[src/rtl/mem_access_stage.sv]
// MEM pipeline stage: performs loads/stores over a req/ack data bus, stalls the
// pipeline while the access is in flight and forwards results toward MEM/WB.
module mem_access_stage #(
  parameter int         TIMEOUT = 16,
  parameter logic [7:0] OP_LB   = 8'h20,
  parameter logic [7:0] OP_LH   = 8'h21,
  parameter logic [7:0] OP_LW   = 8'h23,
  parameter logic [7:0] OP_LBU  = 8'h24,
  parameter logic [7:0] OP_LHU  = 8'h25,
  parameter logic [7:0] OP_SB   = 8'h28,
  parameter logic [7:0] OP_SH   = 8'h29,
  parameter logic [7:0] OP_SW   = 8'h2B
) (
  input  logic        clk,
  input  logic        rst,
  input  logic [31:0] mem_wdata_i,
  input  logic [4:0]  mem_wd_i,
  input  logic        mem_wreg_i,
  input  logic [7:0]  mem_aluop_i,
  input  logic [31:0] mem_mem_addr_i,
  input  logic [31:0] mem_reg2_i,
  output logic        bus_req,
  output logic        bus_we,
  output logic [31:0] bus_addr,
  output logic [3:0]  bus_sel,
  output logic [31:0] bus_wdata,
  input  logic [31:0] bus_rdata,
  input  logic        bus_ack,
  output logic [31:0] wb_wdata,
  output logic [4:0]  wb_wd,
  output logic        wb_wreg,
  output logic        stall_req,
  output logic        mem_err
);

  localparam int CW = $clog2(TIMEOUT + 1);

  typedef enum logic [1:0] {S_IDLE, S_WAIT, S_DONE} state_t;

  state_t        state, next_state;
  logic [CW-1:0] counter;
  logic          err_flag;
  logic [31:0]   load_data;

  logic        is_load, is_store, is_mem, is_byte, is_half, misaligned, timeout_hit;
  logic [3:0]  sel_comb;
  logic [31:0] wdata_comb, shifted, formatted;

  // Decode the op, check alignment and build lane enables / store and load data.
  always_comb begin
    is_load  = (mem_aluop_i == OP_LB) || (mem_aluop_i == OP_LH) || (mem_aluop_i == OP_LW) ||
               (mem_aluop_i == OP_LBU) || (mem_aluop_i == OP_LHU);
    is_store = (mem_aluop_i == OP_SB) || (mem_aluop_i == OP_SH) || (mem_aluop_i == OP_SW);
    is_mem   = is_load || is_store;
    is_byte  = (mem_aluop_i == OP_LB) || (mem_aluop_i == OP_LBU) || (mem_aluop_i == OP_SB);
    is_half  = (mem_aluop_i == OP_LH) || (mem_aluop_i == OP_LHU) || (mem_aluop_i == OP_SH);
    misaligned = is_half ? mem_mem_addr_i[0] : (!is_byte && (mem_mem_addr_i[1:0] != 2'b00));
    if (is_byte) begin
      sel_comb   = 4'b0001 << mem_mem_addr_i[1:0];
      wdata_comb = {4{mem_reg2_i[7:0]}};
    end else if (is_half) begin
      sel_comb   = mem_mem_addr_i[1] ? 4'b1100 : 4'b0011;
      wdata_comb = {2{mem_reg2_i[15:0]}};
    end else begin
      sel_comb   = 4'b1111;
      wdata_comb = mem_reg2_i;
    end
    shifted = bus_rdata >> {mem_mem_addr_i[1:0], 3'b000};
    if (mem_aluop_i == OP_LB)       formatted = {{24{shifted[7]}}, shifted[7:0]};
    else if (mem_aluop_i == OP_LBU) formatted = {24'd0, shifted[7:0]};
    else if (mem_aluop_i == OP_LH)  formatted = {{16{shifted[15]}}, shifted[15:0]};
    else if (mem_aluop_i == OP_LHU) formatted = {16'd0, shifted[15:0]};
    else                            formatted = shifted;
    timeout_hit = (counter == CW'(TIMEOUT - 1));
  end

  always_ff @(posedge clk or posedge rst) begin
    if (rst) state <= S_IDLE;
    else     state <= next_state;
  end

  // Next state and the combinational stall / write-back outputs.
  always_comb begin
    next_state = state;
    stall_req  = 1'b0;
    mem_err    = 1'b0;
    wb_wdata   = 32'd0;
    wb_wd      = 5'd0;
    wb_wreg    = 1'b0;
    case (state)
      S_IDLE: begin
        if (is_mem) begin
          stall_req  = 1'b1;
          next_state = misaligned ? S_DONE : S_WAIT;
        end else begin
          wb_wdata = mem_wdata_i;
          wb_wd    = mem_wd_i;
          wb_wreg  = mem_wreg_i;
        end
      end
      S_WAIT: begin
        stall_req = 1'b1;
        if (bus_ack || timeout_hit) next_state = S_DONE;
      end
      S_DONE: begin
        mem_err = err_flag;
        wb_wd   = mem_wd_i;
        if (is_load && !err_flag) begin
          wb_wreg  = mem_wreg_i;
          wb_wdata = load_data;
        end
        next_state = S_IDLE;
      end
      default: next_state = S_IDLE;
    endcase
    if (rst) begin
      stall_req = 1'b0;
      mem_err   = 1'b0;
      wb_wdata  = 32'd0;
      wb_wd     = 5'd0;
      wb_wreg   = 1'b0;
    end
  end

  // Bus outputs are launched from IDLE and held untouched until ack or timeout.
  always_ff @(posedge clk or posedge rst) begin
    if (rst) begin
      counter   <= '0;
      err_flag  <= 1'b0;
      load_data <= 32'd0;
      bus_req   <= 1'b0;
      bus_we    <= 1'b0;
      bus_addr  <= 32'd0;
      bus_sel   <= 4'd0;
      bus_wdata <= 32'd0;
    end else begin
      case (state)
        S_IDLE: begin
          counter <= '0;
          if (is_mem && misaligned) begin
            err_flag <= 1'b1;
          end else if (is_mem) begin
            err_flag  <= 1'b0;
            bus_req   <= 1'b1;
            bus_we    <= is_store;
            bus_addr  <= {mem_mem_addr_i[31:2], 2'b00};
            bus_sel   <= sel_comb;
            bus_wdata <= wdata_comb;
          end
        end
        S_WAIT: begin
          if (bus_ack) begin
            bus_req   <= 1'b0;
            load_data <= formatted;
            counter   <= '0;
          end else if (timeout_hit) begin
            bus_req  <= 1'b0;
            err_flag <= 1'b1;
            counter  <= '0;
          end else begin
            counter <= counter + CW'(1);
          end
        end
        S_DONE: err_flag <= 1'b0;
        default: err_flag <= 1'b0;
      endcase
    end
  end

endmodule

[config.mk]
export PLATFORM = sky130hd
export DESIGN_NAME = mem_access_stage
export DESIGN_NICKNAME = d
export VERILOG_FILES = /design/src/rtl/mem_access_stage.sv
export SDC_FILE = /design/constraint.sdc
export NUM_CORES = 1
export LEC_CHECK = 0
export BUFFER_PORTS_ARGS = -buffer_cell sky130_fd_sc_hd__buf_4
export CORE_ASPECT_RATIO = 1.2
export CORE_MARGIN = 1
export CORE_UTILIZATION = 45
export CTS_CLUSTER_DIAMETER = 40
export DETAILED_ROUTE_END_ITERATION = 12
export HOLD_SLACK_MARGIN = 0.06
export PLACE_DENSITY = 0.83
export SLEW_MARGIN = 20
export SYNTH_ARGS = -nofsm -noshare
export SYNTH_HDL_FRONTEND = slang
export SYNTH_SLANG_ARGS = --single-unit
export TNS_END_PERCENT = 100
[constraint.sdc]
create_clock -name clk -period 9.1 [get_ports clk]
set_input_delay 2.73 -clock clk [delete_from_list [all_inputs] [get_ports clk]]
set_output_delay 2.73 -clock clk [all_outputs]
set_load 0.05 [all_outputs]
==> metrics.yaml <==
synth:
  synth_top_area_frac: 0.469
  synth-xor-area-share: 0
  netlist_instances: 530
  synthMuxAreaShare: 0.223
  synthSimpleGateAreaFrac: 0.118
  synth_top_family_by_area: "multiplexers"
  synth.distinct_cells: 48
  yosys_warnings: 0
  syn_area_per_cell_sq_um: 10.9
  yosys-top-cells-area: "dfrtp_1 (47%), mux2_2 (16%), mux2i_1 (4.3%)"
  yosys.area.top_type: "dfrtp_1"
  seq_area_frac_synth: 0.469
  ys_async_sr_fraction: 1.00
  syn-cell-area_sq_um: 5760
  synth_fa_ha_area_frac: 0.00217
  synth_compound_area_frac: 0.151
  synth-main-ff-cell: "dfrtp_1"
  ys_ff_latch: 108
  synth_edf_count: 0
cts:
  tritoncts: "yes"
  root_buffer: "clkbuf_16"
  post_cts_resized: 0
  numCtsBuffers: 9
  path_clk_slew_ns: 0.07
  clock_latency_ns: 0.35
  htree_levels: 3
  cts_setup_buffers: 0
  clockBufferDepth: 2
  ctsHoldBuffers: 0
  clock-sinks: 108
grt:
  grt_pass1_vias: 5396
  antenna_found_initial: 0
  grt_pass1_wl_microns: 27500
  globalRoute.totalOverflow: 0
  track_usage: 0.262
  grt_max_degree: 70
critical_path:
  crit_path_max_fanout: 33
  worstSetupStartpointType: "primary input"
  critPathTopFamily: "compound AO/OA/AOI/OAI gates"
  endpoint_kind: "primary output"
  crit_chain: "buf_4, nor4b_4, buf_4, o211a_1, a22oi_1, nor2_1, buf_4"
  cpMostUsedCell: "buf_4"
  crit_slowest_cell: "o211a_1"
  critPathMaxStageDelay_ns: 0.88
  reg2reg_depth: 4
  arrival_ns: 4.88
  critPathKind: "in -> out"
  cp.buffers_inverters: 3
  required_ns: 6.37
  worst-path-stages: 7
die:
  fp.dieArea_sq_um: 13300
  die_w_microns: 105
  core_area_sq_um: 12300
  die_h_microns: 126
  num_rows: 44
  initial_utilization: 0.469
  io_pins: 255
power:
  vdd_drop_max_uv: 132
  p_sw_mw: 0.558
  p_int_mw: 0.955
  pwr-share-seq: 0.409
  switching_share: 0.369
  cellPowerDensity_nw_per_um2: 189
  p_leak_nw: 4.04
  clkPwrFrac: 0.254
  combPwrFrac: 0.338
drt:
  routedWlPerCell_microns: 18.5
  vias: 5182
  first_pass_iters: 5
  vias_per_cell: 5.61
  drc_errors: 0
  antenna_left: 0
  drt_iter0_drc: 254
  drt-total-wl_microns: 17100
placement:
  numPortBuffers: 252
  dp_hpwl_microns: 12600
  place_congestion: 0.853
sta:
  finalMaxSlewViolations: 0
  setup_viol: 0
  grt_setup_unrepaired: "false"
  min_period_over_period: 0.836
  holdWs_ns: 0.489
  skew_ns: 0.00439
  finalSetupTns_ns: 0
  fmax_mhz: 131
  tightest_slew_ns: 1.02
  period_needed_ns: 7.61
  max-slew-margin-rel: 0.318
  hold_violations: 0
cells_and_area:
  layout_common_cells: "buf_4 (257), dfrtp_1 (108), mux2_2 (83), nor2_1 (58), a22oi_1 (32)"
  fillers: 943
  syn_to_final_growth_pct: 39.2
  layout_commonest_cell: "buf_4"
  final_util: 0.653
  fin_nets: 904
  antenna_cells: 0
  drive_gt1_frac: 0.505
hold_path:
  hold_depth: 2
  hp-class: "reg -> reg"
status:
  run_status: "finished clean"
job:
  maxCapViolCount: 0
-- synth_stat cells (all sizes together) (2+ instances only) --
cell type  instances
o21ai             13
nand2             29
o221a             16
o211ai             8
nor2b              3
and3               2
and2              21
buf               16
nor2              58
nand3              6
clkbuf            25
a22oi             32
dfrtp            108
mux2i             25
and4b              2
mux2              90
a31oi              2
a31o               3
nor4b              2
a211oi             2
a21oi             29
nand2b             6
inv                8
or2                2
nor3               3
a22o               2
-- power by group through the flow --
stage | Clock (mW) | Combinational (mW) | Sequential [mW]
final | 0.384 | 0.511 | 0.618
after global routing | 0.406 | 0.538 | 0.627
after CTS | 0.390 | 0.513 | 0.618
after detailed placement | 0 | 0.512 | 0.626
after global placement | 0 | 0.502 | 0.622
after floorplan | 0 | 0.184 | 0.762
-- stage by stage --
| step | cells | instance area (sq um) | worst slack (ns) | power, mW |
|---|---|---|---|---|
| global route | 924 | 8020 | 1.30 | 1.57 |
| CTS | 924 | 8010 | 1.23 | 1.52 |
| floorplan | 531 | 5770 | 1.01 | 0.947 |
| global placement | 908 | 7730 | 1.39 | 1.12 |
| finish | 924 | 8020 | 1.49 | 1.51 |
| detailed placement | 908 | 7730 | 1.22 | 1.14 |
-- final timing paths --
kind | slack, ns | startpoint | end
max | 1.49 | mem_aluop_i[4] | wb_wdata[15]
min | 0.49 | load_data[2] | load_data[2]
max reg2reg | 6.71 | state[1] | bus_addr[2]
min reg2reg | 0.49 | load_data[2] | load_data[2]
max in group asynchronous | 5.29 | rst | bus_addr[31]
min in group asynchronous | 2.54 | rst | bus_addr[28]
-- area by class of cell --
cell class	count	area, sq um	share of cell area
Tap cell	161	201	0.0251
Sequential cell	108	2700	0.337
Multi-Input combinational cell	374	2870	0.358
Clock inverter	6	56.3	0.00702
Clock buffer	10	229	0.0285
Inverter	8	33.8	0.00421
Timing Repair Buffer	257	1930	0.241
-- registers in the layout, summed over array words and instances, names as in the netlist --
signal and cells:
bus_wdata 32, load_data 32, bus_addr 30, counter 5, bus_sel 4, state 2, bus_req 1, bus_we 1
err_flag 1
-- layer usage --
metal | routed length [microns] | track usage | vias up
met5 | 0 | 0 | -
met4 | 498 | 0.103 | 0
met3 | 1450 | 0.0657 | 36
met2 | 8550 | 0.446 | 253
met1 | 6640 | 0.319 | 2510
li1 | - | - | 2383
-- kinds of logic after synthesis --
family,Yosys count
simple gates,138
compound gates,117
flops,108
mux,116
buf+inv,49
other cells,1
fa+ha+maj,1
-- worst reg2reg max path: cells and delay by family (launching register included) --
family	cells	cell delay [ns]
flip-flops	1	0.51
AND/OR/NAND/NOR	1	0.40
multiplexers	1	0.49
AO/OA/AOI/OAI	1	0.19
buffers and inverters	1	0.70
No activity file was read; power rests on OpenSTA's default activity.
